File: src/rtl/fabm_cpa_pkg.sv
// Shared types and sizes for the FABM carry-propagate adder arbiter.
// W: prop/gen width, TAG_W: tag width, SPLIT: low segment width.
package fabm_cpa_pkg;

  localparam int W     = 39;
  localparam int TAG_W = 4;
  localparam int SPLIT = 20;
  localparam int HI_W  = W - SPLIT;

  typedef struct packed {
    logic [W-1:0]     prop;
    logic [W-1:0]     gen;
    logic             cin;
    logic [TAG_W-1:0] tag;
    logic             src;
  } cpa_req_t;

  typedef struct packed {
    logic [W:0]       sum;
    logic [TAG_W-1:0] tag;
    logic             src;
  } cpa_res_t;

  // Low half already summed, high half still in prop/gen form.
  typedef struct packed {
    logic [SPLIT-1:0] lo_sum;
    logic             carry;
    logic [HI_W-1:0]  hi_prop;
    logic [HI_W-1:0]  hi_gen;
    logic [TAG_W-1:0] tag;
    logic             src;
  } cpa_mid_t;

endpackage

File: src/rtl/fabm_cpa_core.sv
// Combinational prop/gen ripple chain of width N.
// Ports: prop, gen, cin in; sum, cout out.
module fabm_cpa_core #(
  parameter int N = 8
) (
  input  logic [N-1:0] prop,
  input  logic [N-1:0] gen,
  input  logic         cin,
  output logic [N-1:0] sum,
  output logic         cout
);

  logic [N:0] c;

  always_comb begin
    c    = '0;
    c[0] = cin;
    for (int i = 0; i < N; i++) begin
      c[i+1] = prop[i] ? c[i] : gen[i];
    end
  end

  assign sum  = prop ^ c[N-1:0];
  assign cout = c[N];

endmodule

File: src/rtl/fabm_cpa_arbiter.sv
// Round-robin share of one CPA between two compressor trees, pipelined.
// Ports: clk, rst_n, req0_*/req1_* (valid/ready/prop/gen/cin/tag),
// res_valid/res_ready/res_sum/res_src/res_tag. Macro FABM_CPA_SPLIT_EN
// splits the adder over two stages (3-cycle latency).
module fabm_cpa_arbiter
  import fabm_cpa_pkg::*;
(
  input  logic             clk,
  input  logic             rst_n,
  input  logic             req0_valid,
  output logic             req0_ready,
  input  logic [W-1:0]     req0_prop,
  input  logic [W-1:0]     req0_gen,
  input  logic             req0_cin,
  input  logic [TAG_W-1:0] req0_tag,
  input  logic             req1_valid,
  output logic             req1_ready,
  input  logic [W-1:0]     req1_prop,
  input  logic [W-1:0]     req1_gen,
  input  logic             req1_cin,
  input  logic [TAG_W-1:0] req1_tag,
  output logic             res_valid,
  input  logic             res_ready,
  output logic [W:0]       res_sum,
  output logic             res_src,
  output logic [TAG_W-1:0] res_tag
);

  logic     last_grant;
  logic     grant0;
  logic     grant1;
  logic     acc;
  logic     adv_a;
  logic     adv_b;
  logic     a_valid;
  logic     b_valid;
  cpa_req_t req_in;
  cpa_req_t a_q;

  // Contest goes to whoever did not win last time.
  assign grant0 = req0_valid & (~req1_valid | last_grant);
  assign grant1 = req1_valid & (~req0_valid | ~last_grant);

  assign req0_ready = rst_n & grant0 & adv_a;
  assign req1_ready = rst_n & grant1 & adv_a;
  assign acc = (req0_valid & req0_ready)
             | (req1_valid & req1_ready);

  always_comb begin
    req_in.prop = req0_prop;
    req_in.gen  = req0_gen;
    req_in.cin  = req0_cin;
    req_in.tag  = req0_tag;
    req_in.src  = 1'b0;
    if (grant1) begin
      req_in.prop = req1_prop;
      req_in.gen  = req1_gen;
      req_in.cin  = req1_cin;
      req_in.tag  = req1_tag;
      req_in.src  = 1'b1;
    end
  end

  always_ff @(posedge clk or negedge rst_n) begin
    if (!rst_n) begin
      last_grant <= 1'b1;
    end else if (acc) begin
      last_grant <= grant1;
    end
  end

  assign adv_a = ~a_valid | adv_b;

  always_ff @(posedge clk or negedge rst_n) begin
    if (!rst_n) begin
      a_valid <= 1'b0;
      a_q     <= '0;
    end else if (adv_a) begin
      a_valid <= acc;
      if (acc) a_q <= req_in;
    end
  end

`ifdef FABM_CPA_SPLIT_EN

  logic             adv_c;
  logic             c_valid;
  logic [SPLIT-1:0] lo_sum;
  logic             lo_cout;
  logic [HI_W-1:0]  hi_sum;
  logic             hi_cout;
  cpa_mid_t         b_q;
  cpa_res_t         c_q;

  fabm_cpa_core #(.N(SPLIT)) u_core_lo (
    .prop (a_q.prop[SPLIT-1:0]),
    .gen  (a_q.gen[SPLIT-1:0]),
    .cin  (a_q.cin),
    .sum  (lo_sum),
    .cout (lo_cout)
  );

  fabm_cpa_core #(.N(HI_W)) u_core_hi (
    .prop (b_q.hi_prop),
    .gen  (b_q.hi_gen),
    .cin  (b_q.carry),
    .sum  (hi_sum),
    .cout (hi_cout)
  );

  assign adv_c = ~c_valid | res_ready;
  assign adv_b = ~b_valid | adv_c;

  always_ff @(posedge clk or negedge rst_n) begin
    if (!rst_n) begin
      b_valid <= 1'b0;
      b_q     <= '0;
    end else if (adv_b) begin
      b_valid <= a_valid;
      if (a_valid) begin
        b_q.lo_sum  <= lo_sum;
        b_q.carry   <= lo_cout;
        b_q.hi_prop <= a_q.prop[W-1:SPLIT];
        b_q.hi_gen  <= a_q.gen[W-1:SPLIT];
        b_q.tag     <= a_q.tag;
        b_q.src     <= a_q.src;
      end
    end
  end

  always_ff @(posedge clk or negedge rst_n) begin
    if (!rst_n) begin
      c_valid <= 1'b0;
      c_q     <= '0;
    end else if (adv_c) begin
      c_valid <= b_valid;
      if (b_valid) begin
        c_q.sum <= {hi_cout, hi_sum, b_q.lo_sum};
        c_q.tag <= b_q.tag;
        c_q.src <= b_q.src;
      end
    end
  end

  assign res_valid = c_valid;
  assign res_sum   = c_q.sum;
  assign res_src   = c_q.src;
  assign res_tag   = c_q.tag;

`else

  logic [W-1:0] sum;
  logic         cout;
  cpa_res_t     b_q;

  fabm_cpa_core #(.N(W)) u_core (
    .prop (a_q.prop),
    .gen  (a_q.gen),
    .cin  (a_q.cin),
    .sum  (sum),
    .cout (cout)
  );

  assign adv_b = ~b_valid | res_ready;

  always_ff @(posedge clk or negedge rst_n) begin
    if (!rst_n) begin
      b_valid <= 1'b0;
      b_q     <= '0;
    end else if (adv_b) begin
      b_valid <= a_valid;
      if (a_valid) begin
        b_q.sum <= {cout, sum};
        b_q.tag <= a_q.tag;
        b_q.src <= a_q.src;
      end
    end
  end

  assign res_valid = b_valid;
  assign res_sum   = b_q.sum;
  assign res_src   = b_q.src;
  assign res_tag   = b_q.tag;

`endif

endmodule

File: config.mk
export PLATFORM = sky130hd
export DESIGN_NAME = fabm_cpa_arbiter
export DESIGN_NICKNAME = d
export VERILOG_FILES = /design/src/rtl/fabm_cpa_pkg.sv /design/src/rtl/fabm_cpa_core.sv /design/src/rtl/fabm_cpa_arbiter.sv
export SDC_FILE = /design/constraint.sdc
export NUM_CORES = 1
export LEC_CHECK = 0
export ABC_AREA = 1
export CAP_MARGIN = 20
export CORE_ASPECT_RATIO = 0.75
export CORE_MARGIN = 1.5
export CORE_UTILIZATION = 50
export CTS_CLUSTER_DIAMETER = 120
export CTS_CLUSTER_SIZE = 25
export DETAILED_ROUTE_END_ITERATION = 8
export DONT_BUFFER_PORTS = 1
export PLACE_DENSITY = 0.63
export RECOVER_POWER = 50
export SLEW_MARGIN = 20
export SYNTH_ARGS = -nofsm -noshare
export SYNTH_HDL_FRONTEND = slang
export SYNTH_SLANG_ARGS = --single-unit
File: constraint.sdc
create_clock -name clk -period 5.15 [get_ports clk]
set_input_delay 1.03 -clock clk [delete_from_list [all_inputs] [get_ports clk]]
set_output_delay 1.03 -clock clk [all_outputs]
set_load 0.01 [all_outputs]
* Yosys cells after proc, flatten, opt, wreduce, memory -nomap -nowiden
Cells that the tools add are included.
** Word-level totals
- Bits of input ports :: 171
- Bits in read-only memories :: 0
- Memories :: 0
- Memory bits (writable) :: 0
- Register bits :: 132
- Latch bits :: 0
** Cells by class
- Add/subtract/negate cells :: 0
- $mul :: 0
- Div/mod/pow operators :: 0
- Mux-type cells :: 40
- Reductions and logical operators :: 2
- Equal/unequal tests :: 0
- Bitwise logic cells :: 19
- Shift-type cells :: 0
- Magnitude comparators :: 0
** Operator list (count)
- 2-to-1 mux 84 bit :: 1
- 2-to-1 mux 1 bit :: 39
- bitwise XOR 39 bit :: 1
- AND 1 bit :: 8
- NOT 1 bit :: 5
- bitwise OR 1 bit :: 5
- AND reduction 2 bit :: 2

* Depth between registers and ports, before layout
- Depth after elaboration :: 39
- Gate-level depth with buffers :: 42

* Hierarchy
From an unflattened synthesis, not the netlist that was laid out.
** Second synthesis, totals
- Cells, all modules :: 1027
- Area total of the unflattened synthesis :: 7419.6 µm²
** By module, submodules not included
- fabm_cpa_arbiter :: area each 6268.5 µm², seq. area each 3304.4 µm², cells each 845, instances 1
- fabm_cpa_core :: area each 1151.1 µm², seq. area each 0.0 µm², cells each 182, instances 1

* Worst setup path before layout
No wires, ideal clock.
- Kind :: reg-to-reg
- Start :: register a_q[45] (netlist name)
- End :: register b_q, in the netlist res_sum[38]
- Path buffers :: 0
- Path slack :: 1497 ps
- Library setup time :: 117 ps
- Period minus slack after synthesis :: 3653 ps
- Arrival :: 3536 ps
- Cell stages (with the launch flop) :: 43
- Cells stage by stage :: dfrtp_1 inv_1 nand2_1 nand3_1 nand3_2 nand3_1 nand3_1 nand3_1 nand3_2 nand3_1 nand3_1 nand3_1 nand3_2 nand3_1 nand3_2 nand3_1 nand3_2 nand3_1 [7 not listed] nand3_2 nand3_2 nand3_1 nand3_2 nand3_1 nand3_2 nand3_2 nand3_2 nand3_2 nand3_2 nand3_2 nand3_2 nand3_2 nand3_2 nand3_1 nand3_1 nand3_1 nand2_1
** On the way
- Cells in the longest elaborated chain, start to end :: 39
** Ends and longest elaborated chain
- start, declared :: line fabm_cpa_arbiter.sv:38 : cpa_req_t a_q;
- start signal, assigned :: line fabm_cpa_arbiter.sv:80 : if (acc) a_q <= req_in;
- 2-to-1 mux 1 bit (38 in series) :: line fabm_cpa_core.sv:19 : c[i+1] = prop[i] ? c[i] : gen[i];
- bitwise XOR 39 bit :: line fabm_cpa_core.sv:23 : assign sum = prop ^ c[N-1:0];
- end, declared :: line fabm_cpa_arbiter.sv:154 : cpa_res_t b_q;
Every way passes these cells.
A chain may end at the register's enable or synchronous reset.

* Final worst setup path
Ends and elaborated chain as after synthesis.

==> impl_metrics.json <==
{
  "fp-row-count": 37,
  "start_util_pct": 51.0,
  "dr.pass1.iters": 9,
  "maxCapViolCount": 0,
  "io_pins": 219,
  "portBuffers": 0,
  "drt-total-wl_mm": 17.7,
  "area_delta_synth_final_pct": 10.2,
  "yosysSeqAreaShare_pct": 47.4,
  "cts_tree": "built",
  "setup_violations": 0,
  "grt_pass1_wl_mm": 29.5,
  "path_buf_inv": 1,
  "finClkSkew_ns": 0.0142,
  "synth_area_sq_mm": 0.00697,
  "diodes": 0,
  "yosysTopAreaCell": "dfrtp_1",
  "fill_cells": 1238,
  "overflow": 0,
  "place_congestion": 0.846,
  "power.density_mw_per_mm2": 580,
  "clk_path_buf_depth": 2,
  "required_ns": 5.46,
  "cts-root-buf": "clkbuf_16",
  "period_share_pct": 85.2,
  "track_usage_pct": 25.3,
  "clkTransAtPathRegs_ns": 0.06,
  "layout_common_cells": "147 x nand3_1, 146 x nand2_1, 131 x dfrtp_1",
  "ys_types": 18,
  "synthCells": 868,
  "worst_hold_slack_ns": 0.316,
  "crit_path_frequent_cell": "nand3_2",
  "vias_per_cell": 5.86,
  "yosys_warnings": 0,
  "outcome": "complete, but fails checks",
  "critPathTopFamily": "simple AND/OR/NAND/NOR gates",
  "rsz0062_at_grt": "false",
  "crit_path_top_delay_cell": "dfrtp_1",
  "gr-usage-met2_pct": 37.8,
  "drive_above_1_share_pct": 15.1,
  "antenna_found_initial": 0,
  "grt_use_met1_pct": 34.5,
  "postCtsSetupRepairBufs": 0,
  "finalMaxSlewViolations": 0,
  "max_freq_ghz": 0.228,
  "ys_ff_latch": 132,
  "route.vias.total": 6025,
  "cp_slowest_stage_delay_ns": 0.40,
  "slew_headroom_pct": 44.0,
  "critical_path.startpoint": "a_q[45]",
  "critPathMaxFanout": 4,
  "cts.sinks": 132,
  "die_y_microns": 105,
  "post_cts_resized": 0,
  "postRouteAntennaNets": 0,
  "post-dp-hpwl_mm": 12.5,
  "clock_latency_ns": 0.42,
  "violations": "DRC",
  "die_w_microns": 139,
  "leakage_nw": 3.45,
  "max-vdd-ir-drop_uv": 252,
  "crit_type": "flop to flop",
  "hold_buffers": 0,
  "met3_usage_pct": 8.50,
  "grt_max_degree": 135,
  "final_common_cell": "nand3_1",
  "die-area_sq_mm": 0.0147,
  "final_nets": 1011,
  "synth_area_per_cell_sq_um": 8.03,
  "drc": 10,
  "grt_busiest_layer": "met2",
  "grt_pass1_vias": 5953,
  "yosys.area.top_type_share_pct": 47.0,
  "hold_viol": 0,
  "startpoint_type": "flop",
  "fin_setup_tns_ns": 0,
  "htreeDepth": 4,
  "hold_path.class": "input port to async pin",
  "rr_startpoint": "a_q[45]",
  "worst_pin_slew_ns": 0.840,
  "synth_area_leaders": "dfrtp_1 47%, a31oi_1 11%, nand3_1 11%",
  "coreArea_sq_mm": 0.0137,
  "syn-num-nets": 1039,
  "crit_path_end_kind": "flop",
  "period_minus_slack_ns": 4.39,
  "cts_buffers": 17,
  "arrival_ns": 4.69,
  "drt-wirelength-per-cell_microns": 17.2,
  "drtIter0Drc": 415
}
-- cell usage after synthesis, drive strengths merged --
cell type  instances
or2               37
nor3               1
a31oi            121
inv               50
nand3            197
nor2             124
dfrtp            131
clkbuf            46
o21ai              1
buf                7
dfstp              1
nand2            148
nand4              1
a21oi              3
-- worst paths after layout --
check                           cells after the start  slack (ns)          end
worst max-delay path                               42        0.76  res_sum[38]
worst min-delay path                                0        0.32      a_q[57]
worst max register to register                     42        0.76  res_sum[38]
worst min register to register                      2        0.47   last_grant
max in group asynchronous                           0        4.62   last_grant
min in group clk                                    2        0.47   last_grant
-- flip-flops by register name (all words and copies together), names as in the netlist --
signal,count
res_src,1
res_tag,4
a_valid,1
last_grant,1
res_valid,1
a_q,84
res_sum,40
-- cell type report --
type / count / area (sq um) / share of cell area [%]
clock buffer: 20 / 467 / 6.07
sequential: 132 / 3300 / 43.0
tap: 175 / 219 / 2.85
clock inverter: 12 / 178 / 2.31
multi-input combinational: 633 / 3280 / 42.7
inverter: 50 / 190 / 2.47
timing repair buffer: 6 / 45.0 / 0.586
-- kinds of logic (layout without fill, tap and decap cells) --
family                 Yosys count  count (layout)  share of synthesized area (%)
AO/OA/AOI/OAI                  125             125                           11.1
buffers and inverters          103              88                           5.60
flip-flops                     132             132                           47.4
AND/OR/NAND/NOR                508             508                           35.9
-- layer usage --
metal / vias up / wire length [microns]
met5: - / 0
li1: 2933 / -
met2: 214 / 7770
met3: 32 / 1570
met4: 0 / 365
met1: 2846 / 8000
-- power breakdown --
group,internal (mW),total (mW),switching [mW]
logic,0.505,1.25,0.742
registers,1.42,1.91,0.486
clock network,0.848,1.30,0.453
total,2.78,4.46,1.68
-- per-stage QoR --
stage	cells	utilization [%]	cell area [sq um]	worst slack [ns]	total power [mW]
after floorplan	868	-	6970	1.50	2.83
after global placement	996	51.6	7040	1.05	3.10
after detailed placement	996	51.6	7040	0.776	3.18
after CTS	1028	56.3	7680	0.770	4.49
after global routing	1028	56.3	7680	0.233	4.77
final	1028	56.3	7680	0.764	4.46
No activity file was read; power rests on OpenSTA's default activity.
